`src/rtl/tcam_match_encoder.sv`:
```
// tcam_match_encoder: registered priority encoder for a TCAM match-line vector.
// A match vector is captured under a valid/ready handshake. The block reports the
// highest-index matching entry together with hit and last flags. In multi mode it
// walks every matching entry, highest first, producing one response per handshake.
// Optional feature macro: TCAM_MATCH_COUNT_EN adds out_match_count, the popcount of
// the accepted vector, which is held for every response of that request.
module tcam_match_encoder #(
  parameter  int unsigned MATCH_WIDTH = 64,
  localparam int unsigned ADDR_WIDTH  = $clog2(MATCH_WIDTH)
) (
  input  logic                   in_clk,
  input  logic                   in_rst_n,
  input  logic                   in_req_valid,
  output logic                   out_req_ready,
  input  logic [MATCH_WIDTH-1:0] in_match,
  input  logic                   in_multi,
  output logic                   out_rsp_valid,
  input  logic                   in_rsp_ready,
  output logic                   out_hit,
  output logic [ADDR_WIDTH-1:0]  out_addr,
  output logic                   out_last
`ifdef TCAM_MATCH_COUNT_EN
  ,
  output logic [ADDR_WIDTH:0]    out_match_count
`endif
);

  typedef enum logic {
    IDLE = 1'b0,
    RESP = 1'b1
  } state_t;

  state_t                 state_q, state_d;
  logic [MATCH_WIDTH-1:0] pend_q, pend_d;
  logic                   multi_q, multi_d;
  logic                   req_ready_d;
  logic                   rsp_valid_d;
  logic                   hit_d;
  logic [ADDR_WIDTH-1:0]  addr_d;
  logic                   last_d;

`ifdef TCAM_MATCH_COUNT_EN
  localparam int unsigned CNT_WIDTH = ADDR_WIDTH + 1;
  logic [CNT_WIDTH-1:0]   count_d;

  // Number of set bits in a match vector.
  function automatic logic [CNT_WIDTH-1:0] popcount(input logic [MATCH_WIDTH-1:0] v);
    logic [CNT_WIDTH-1:0] c;
    c = '0;
    for (int unsigned i = 0; i < MATCH_WIDTH; i++) begin
      c = c + CNT_WIDTH'(v[i]);
    end
    return c;
  endfunction
`endif

  // Highest set index; an empty vector encodes to 0 (hit distinguishes the cases).
  function automatic logic [ADDR_WIDTH-1:0] top_index(input logic [MATCH_WIDTH-1:0] v);
    logic [ADDR_WIDTH-1:0] idx;
    idx = '0;
    for (int unsigned i = 0; i < MATCH_WIDTH; i++) begin
      if (v[i]) begin
        idx = ADDR_WIDTH'(i);
      end
    end
    return idx;
  endfunction

  // True when exactly one bit of the vector is set.
  function automatic logic is_single(input logic [MATCH_WIDTH-1:0] v);
    return (v != '0) && ((v & (v - MATCH_WIDTH'(1))) == '0);
  endfunction

  // Drop one entry (the one just reported) from the pending vector.
  function automatic logic [MATCH_WIDTH-1:0] clear_entry(input logic [MATCH_WIDTH-1:0] v,
                                                         input logic [ADDR_WIDTH-1:0]  idx);
    logic [MATCH_WIDTH-1:0] r;
    r = v;
    for (int unsigned i = 0; i < MATCH_WIDTH; i++) begin
      if (ADDR_WIDTH'(i) == idx) begin
        r[i] = 1'b0;
      end
    end
    return r;
  endfunction

  // Next-state and next-output computation; every response field is re-encoded
  // from the next pending vector so outputs only ever come from flops.
  always_comb begin
    state_d = state_q;
    pend_d  = pend_q;
    multi_d = multi_q;
    hit_d   = out_hit;
    addr_d  = out_addr;
    last_d  = out_last;
`ifdef TCAM_MATCH_COUNT_EN
    count_d = out_match_count;
`endif

    unique case (state_q)
      IDLE: begin
        if (in_req_valid) begin
          state_d = RESP;
          pend_d  = in_match;
          multi_d = in_multi;
          hit_d   = |in_match;
          addr_d  = top_index(in_match);
          last_d  = !in_multi || (in_match == '0) || is_single(in_match);
`ifdef TCAM_MATCH_COUNT_EN
          count_d = popcount(in_match);
`endif
        end
      end
      RESP: begin
        if (in_rsp_ready) begin
          if (out_last) begin
            state_d = IDLE;
            pend_d  = '0;
            multi_d = 1'b0;
`ifdef TCAM_MATCH_COUNT_EN
            count_d = '0;
`endif
          end else if (multi_q) begin
            pend_d = clear_entry(pend_q, out_addr);
            hit_d  = 1'b1;
            addr_d = top_index(pend_d);
            last_d = is_single(pend_d);
          end
        end
      end
      default: begin
        state_d = IDLE;
        pend_d  = '0;
        multi_d = 1'b0;
      end
    endcase

    req_ready_d = (state_d == IDLE);
    rsp_valid_d = (state_d == RESP);
  end

  // State, pending vector and all registered outputs.
  always_ff @(posedge in_clk or negedge in_rst_n) begin
    if (!in_rst_n) begin
      state_q       <= IDLE;
      pend_q        <= '0;
      multi_q       <= 1'b0;
      out_req_ready <= 1'b1;
      out_rsp_valid <= 1'b0;
      out_hit       <= 1'b0;
      out_addr      <= '0;
      out_last      <= 1'b0;
`ifdef TCAM_MATCH_COUNT_EN
      out_match_count <= '0;
`endif
    end else begin
      state_q       <= state_d;
      pend_q        <= pend_d;
      multi_q       <= multi_d;
      out_req_ready <= req_ready_d;
      out_rsp_valid <= rsp_valid_d;
      out_hit       <= hit_d;
      out_addr      <= addr_d;
      out_last      <= last_d;
`ifdef TCAM_MATCH_COUNT_EN
      out_match_count <= count_d;
`endif
    end
  end

endmodule

```
`config.mk`:
```
export PLATFORM = sky130hd
export DESIGN_NAME = tcam_match_encoder
export DESIGN_NICKNAME = d
export VERILOG_FILES = /design/src/rtl/tcam_match_encoder.sv
export SDC_FILE = /design/constraint.sdc
export NUM_CORES = 1
export LEC_CHECK = 0
export CAP_MARGIN = 20
export CORE_UTILIZATION = 29
export CTS_CLUSTER_DIAMETER = 40
export DETAILED_ROUTE_END_ITERATION = 12
export PLACE_DENSITY_LB_ADDON = 0.12
export SKIP_LAST_GASP = 1
export SLEW_MARGIN = 20
export SYNTH_ARGS = -nofsm -noshare
export SYNTH_HDL_FRONTEND = slang
export SYNTH_SLANG_ARGS = --single-unit
```
`constraint.sdc`:
```
create_clock -name in_clk -period 3.7 [get_ports in_clk]
set_input_delay 0.555 -clock in_clk [delete_from_list [all_inputs] [get_ports in_clk]]
set_output_delay 0.555 -clock in_clk [all_outputs]
set_load 0.1 [all_outputs]
```
==> flow_summary_export.csv, run 1 <==
group,metric,value,unit
timing,max_freq,0.2729,GHz
detailed_routing,avgViaCountPerCell,5.916,
setup_path,critPathMaxStageDelay,0.59,ns
layout,fillCellCount,2566,
setup_path,path_delay_family,"simple AND/OR/NAND/NOR gates",
timing,setup_viol,0,
yosys,synthArstFlopShare,100.0,%
setup_path,crit_chain,"clkdlybuf4s50_1 -> or4_4 -> or4_4 -> or4_4 -> o31a_1 -> nor3_2 -> nand4_1 -> or4_4 -> a21oi_4 -> nand4_1 -> nand2_1",
global_routing,antenna_found_initial,0,
setup_path,crit_start,"in_match[39]",
timing,finalHoldViolations,0,
timing,final.min_clock_period,3.665,ns
layout,fin_nets,1339,
global_routing,grt_pass1_wl,55040,um
die,core.rowCount,57,
timing,finalSetupTns,0,ns
setup_path,cp.required,3.99,ns
setup_path,end_kind,"register",
setup_path,crit_fanout,3,
pwr,irDropWorstVdd,0.5229,mV
yosys,avgSynthCellArea,7.389,um^2
detailed_routing,routedWlPerCell,22.96,um
cts,path_clk_slew,0.06,ns
worst_hold_path,hp-class,"in2async",
yosys,netlist_instances,981,
pwr,p_clk_share,12.4,%
detailed_routing,ant_nets,0,
yosys,syn-cell-area,7248,um^2
layout,syn_to_final_growth,46.73,%
pwr,p_int,3.967,mW
timing,drv_slew,0,
timing,finClkSkew,0.01001,ns
pwr,powerDensity,740.4,nW/um^2
placed_design,hpwl,28730,um
pwr,netSwitchingPower,3.906,mW
cts,h-tree-depth,3,
global_routing,track_usage,28.36,%
run_status,status,"complete, no violations",
cts,root_buffer,"clkbuf_16",
setup_path,path_class,"in2reg",
setup_path,crit_path_top_delay_cell,"or4_4",
die,die_w,160.1,um
placed_design,dp_cells,1575,
layout,final_cell_count_no_fill,1599,
layout,final_common_cell,"buf_4",
layout,diodes,0,
timing,rsz0062_at_grt,"true",
setup_path,crit_cells,11,
cts,clock_path_buffers,2,
layout,final_cell_mix,"buf_4 (268), nor2_1 (100), o21ai_0 (84), nand2_1 (81), clkdlybuf4s50_1 (75)",
timing,fin_crit_sh,99.05,%
cts,clock_latency,0.35,ns
setup_path,cp.buffers_inverters,1,
pwr,total_power,7.874,mW
cts,ctsHoldBuffers,0,
setup_path,cp.arrival,3.95,ns
timing,tightest_slew,0.9742,ns
detailed_routing,routed_wl,36710,um
detailed_routing,drt_iter0_drc,874,
yosys,ys_types,91,
cts,tritoncts,"built",
layout,multi_input_area,5069,um^2
pwr,p_seq_share,21.0,%
cts,cts.sink_count,75,
timing,setup_slack,0.03517,ns
setup_path,path_common_cell,"or4_4",
yosys,seq_area_frac_synth,25.91,%
placed_design,dp_slack,-0.4947,ns
cts,numCtsBuffers,9,
setup_path,startpoint_type,"primary input",
yosys,ys.flop_type,"dfrtp_1",
detailed_routing,vias,9459,
global_routing,grt_pass1_vias,8821,
pwr,leakage,4.164,nW
die,core,24390,um^2
setup_path,reg2reg_depth,13,
timing,max-slew-margin-rel,34.85,%
placed_design,finalWeightedCongestion,0.9949,
run,cap_violations,0,
placed_design,port_buffers,78,
yosys,synth-seq-cells,75,
yosys,yosysWarningCount,0,
layout,drive_above_1_share,27.14,%
die,die_area,25630,um^2
setup_path,reg2reg_from,"out_addr[3]",
die,ios,79,
die,dieHeight,160.1,um
global_routing,grt_max_degree,86,
detailed_routing,dr.pass1.iters,5,
yosys,synth_nets,1050,
yosys,synth_edf_count,0,
pwr,p_sw_share,49.61,%
timing,finalHoldWorstSlack,0.2677,ns
pwr,combPwrFrac,66.6,%
die,start_util,29.72,%
layout,seq_area,1886,um^2
global_routing,grt_overflow,0,
detailed_routing,drcViolationCount,0,
[cell type report]
cell class / instances / share of cell area [%]
well taps: 324 / 3.812
clock inverters: 7 / 0.8706
clock buffers: 9 / 2.118
inverters: 40 / 1.412
flip-flops and latches: 75 / 17.73
multi-input cells: 798 / 47.66
repair buffers: 346 / 26.40
[cell usage after synthesis, drive strengths merged, types with 5 or more instances]
library cell | count | share of area, %
nor4 | 35 | 3.6
o31a | 5 | 0.62
o32ai | 5 | 0.60
a21o | 8 | 0.83
or3b | 5 | 0.60
buf | 11 | 0.79
or4b | 5 | 0.69
nor3 | 25 | 1.9
nor2 | 103 | 5.4
o21a | 55 | 5.7
a31oi | 15 | 1.3
a2111oi | 9 | 1.1
o211ai | 8 | 0.83
nand2b | 15 | 1.3
or2 | 8 | 0.69
o31ai | 10 | 1.0
inv | 40 | 2.1
o22ai | 10 | 0.86
or3 | 10 | 0.88
nand4bb | 6 | 0.93
o21ai | 115 | 7.9
nand2 | 82 | 4.2
o221ai | 32 | 3.9
o2111ai | 5 | 0.60
a22o | 13 | 1.6
nand3 | 19 | 1.3
o32a | 7 | 0.98
a22oi | 9 | 0.93
a211oi | 6 | 0.62
nand4 | 16 | 1.5
a221oi | 15 | 1.8
a21oi | 65 | 4.5
dfrtp | 74 | 26
clkbuf | 55 | 3.2
or4 | 15 | 1.7
o21bai | 5 | 0.52
[path summary, 6_finish.rpt]
| kind | endpoint | slack (ns) |
|---|---|---|
| worst max-delay path | out_last | 0.04 |
| min in group in_clk | pend_q[46] | 0.48 |
| worst max register to register | out_last | 0.05 |
| worst min-delay path | pend_q[59] | 0.27 |
| worst min register to register | pend_q[46] | 0.48 |
| max in group asynchronous | pend_q[26] | 2.62 |
[through the flow]
stage	util (%)	area, um^2
global route	43.60	10640
CTS	42.90	10460
floorplan	-	7256
finish	43.60	10640
detailed placement	41.47	10110
global placement	41.47	10110
[power groups by stage]
stage               sequential [mW]  clock, mW  combinational (mW)
floorplan                      1.76          0                2.69
global placement               1.64          0                5.01
detailed placement             1.65          0                5.03
CTS                            1.64      0.987                5.05
global route                   1.70       1.02                5.63
finish                         1.66      0.973                5.24
[kinds of logic (layout without fill, tap and decap cells)]
logic type | Yosys count | count (layout) | share of synthesized area (%)
fa+ha+maj | 2 | 2 | 0.2935
flops | 75 | 75 | 25.91
mux | 4 | 4 | 0.5869
compound gates | 427 | 427 | 40.01
simple gates | 365 | 365 | 26.89
buf+inv | 108 | 402 | 6.301
[registers in the layout (all words and copies together), names as in the netlist]
name,cells
multi_q,1
out_last,1
out_hit,1
pend_q,64
out_req_ready,1
state_q,1
out_addr,6
[metal layers]
metal	up-vias	routed length, um	global-route usage (%)
met5	-	0	0
met4	0	1520	12.21
met3	59	2452	3.818
met2	386	16470	43.74
met1	4593	16270	39.41
li1	4421	-	-
[worst reg2reg max path, stage by stage, from the launching register on]
cell and delay [ns]:
dfrtp_2 0.48, buf_4 0.18, nand4bb_1 0.42, buf_4 0.31, o21ai_0 0.25, nand2_1 0.15, nor2_1 0.17, nand4_1 0.27
or3_1 0.45, a21o_1 0.20, a2111oi_4 0.38, buf_4 0.16, nand4_1 0.10, nand2_1 0.07
[what timing repair did]
item | in CTS | in global routing
resized for setup | 8 | 23
pin swaps | 5 | 5
gates cloned | 0 | 0
buffers inserted | 0 | 8
setup endpoints to repair | 1 | 2
(Power assumes the default switching activity.)
==> inputs of run 2 (changes only) <==
PLACE_DENSITY = 0.44   (was not set)
PLACE_DENSITY_LB_ADDON = not set   (was 0.12)
==> run 2 against run 1 <==
Compared with the run above: largest cell class unchanged; fmax is 2.5% higher; clock skew decreased by 0.0021 ns; critical endpoint unchanged; first-iteration DRC count is 16% lower; setup slack gained 0.090 ns; global-route usage is 0.26 points higher; largest power group unchanged; final cell count shrank 0.25%; via count shrank 1.3%; critical path type unchanged.
==> flow_summary_export.csv, run 2 (same netlist as run 1, synthesis figures left out) <==
group,metric,value,unit
setup_path,reg2reg_to,"out_last",
pwr,p_clk_share,12.6,%
global_routing,antenna_found_initial,1,
cts,root_buffer,"clkbuf_16",
detailed_routing,routedWlPerCell,23.19,um
setup_path,path_class,"in2reg",
die,core.rowCount,57,
global_routing,grt_pass1_wl,55470,um
cts,clock_latency,0.35,ns
detailed_routing,avgViaCountPerCell,5.851,
timing,setup_viol,0,
cts,ctsHoldBuffers,0,
placed_design,hpwl,29190,um
cts,cts.sink_count,75,
cts,tritoncts,"built",
setup_path,reg2reg_from,"out_addr[3]",
setup_path,cp.required,3.99,ns
setup_path,ff2ff_setup_slack,0.15,ns
cts,path_clk_slew,0.06,ns
die,start_util,29.72,%
timing,setup_slack,0.1248,ns
layout,fillCellCount,2533,
die,die_w,160.1,um
run,cap_violations,0,
layout,syn_to_final_growth,46.92,%
timing,finClkSkew,0.007887,ns
die,core,24390,um^2
pwr,combPwrFrac,66.4,%
run_status,status,"complete, no violations",
timing,max_freq,0.2797,GHz
setup_path,crit_fanout,3,
timing,tightest_slew,0.9690,ns
timing,max-slew-margin-rel,35.19,%
setup_path,reg2reg_depth,15,
global_routing,grt_pass1_vias,8862,
timing,rsz0062_at_grt,"true",
cts,clock_path_buffers,2,
layout,final_common_cell,"buf_4",
detailed_routing,ant_nets,0,
layout,regMostFlops,"pend_q",
die,dieHeight,160.1,um
placed_design,dp_cells,1573,
detailed_routing,drt_iter0_drc,733,
layout,fin_nets,1334,
detailed_routing,vias,9332,
pwr,p_int,3.944,mW
detailed_routing,routed_wl,36990,um
layout,final_cell_mix,"buf_4 (260), nor2_1 (98), o21ai_0 (84), nand2_1 (81), dfrtp_1 (68)",
timing,drv_slew,0,
die,die_area,25630,um^2
setup_path,end_kind,"register",
setup_path,cp.arrival,3.87,ns
layout,largestRegisters,"pend_q x64, out_addr x6",
pwr,powerDensity,736.9,nW/um^2
timing,final.min_clock_period,3.575,ns
pwr,p_sw_share,49.74,%
worst_hold_path,hp-class,"in2async",
layout,final_cell_count_no_fill,1595,
layout,largest_reg_flops,64,
timing,fin_crit_sh,96.63,%
detailed_routing,dr.pass1.iters,5,
die,ios,79,
layout,drive_above_1_share,27.24,%
cts,h-tree-depth,3,
timing,finalHoldViolations,0,
detailed_routing,drcViolationCount,0,
pwr,leakage,4.273,nW
placed_design,dp_slack,-0.4660,ns
global_routing,track_usage,28.62,%
pwr,irDropWorstVdd,0.5395,mV
placed_design,port_buffers,78,
setup_path,startpoint_type,"primary input",
global_routing,grt_overflow,0,
global_routing,grt_max_degree,86,
cts,numCtsBuffers,9,
placed_design,finalWeightedCongestion,0.9808,
pwr,netSwitchingPower,3.903,mW
pwr,p_seq_share,20.9,%
-- run 2: cell count changes in the layout (fill, tap and decap cells not counted), sizes merged --
cell,previous run,this run
clkdlybuf4s50,75,60
dlymetal6s2s,0,15
buf,271,266
clkinv,5,2
clkbuf,9,11
clkinvlp,0,1
diode,0,1
-- run 2: worst max path at each step --
| stage | from | endpoint | slack [ns] | cells past startpoint |
|---|---|---|---|---|
| 2_1_floorplan | in_match[42] | out_last | 0.06 | 11 |
| 3_3_place_gp | in_match[39] | out_last | -0.40 | 11 |
| 3_5_place_dp | in_match[39] | out_last | -0.47 | 12 |
| 4_1_cts | out_addr[1] | out_last | 0.004 | 14 |
| 5_1_grt | out_addr[3] | out_last | -0.04 | 13 |
| 6_report | in_match[40] | out_last | 0.12 | 10 |
-- run 2: timing repair --
action,4_1_cts,5_1_grt
setup endpoints to repair,1,2
pin swaps,3,21
buffers inserted,0,5
gates resized for setup,6,46
-- run 2: metrics by stage --
stage	power (mW)	hold slack (ns)	utilization [%]	area, um^2	setup TNS (ns)
after floorplan	4.456	0.2594	-	7256	0
after global placement	6.674	0.4689	41.41	10100	-0.6298
after detailed placement	6.670	0.4747	41.41	10100	-0.7795
after CTS	7.687	0.4482	42.80	10440	0
after global routing	8.340	0.3209	43.65	10650	-0.03536
final	7.847	0.2426	43.66	10650	0
-- run 2: critical path: stages --
cell and delay (ns):
clkdlybuf4s50_1 0.43, or4_4 0.43, or4_4 0.45, or4_4 0.55, a2111oi_1 0.45, nand4_1 0.13
or4_4 0.55, a21oi_2 0.15, nand4_1 0.10, nand2_1 0.07
-- run 2: layout make-up --
type	instances	area [um^2]	area share, %
antenna	1	2.502	0.02350
inverter	40	150.1	1.410
clock inverter	5	77.57	0.7285
tap	324	405.4	3.807
sequential	75	1886	17.71
clock buffer	11	242.7	2.279
multi-input combinational	798	5066	47.57
timing repair buffer	341	2819	26.47
-- run 2: power groups by stage --
stage | logic [mW] | registers [mW] | clock network [mW]
after floorplan | 2.69 | 1.76 | 0
after global placement | 5.04 | 1.63 | 0
after detailed placement | 5.04 | 1.63 | 0
after CTS | 5.06 | 1.63 | 0.999
after global routing | 5.62 | 1.69 | 1.03
final | 5.21 | 1.64 | 0.992
-- run 2: layer usage --
layer	part of all wire [%]	wire (um)	vias to the layer above	GRT usage, %
met3	6.1	2244	80	4.701
met4	5.3	1950	0	15.15
met5	0	0	-	0
li1	-	-	4400	-
met2	43	15950	356	42.35
met1	46	16840	4496	39.64
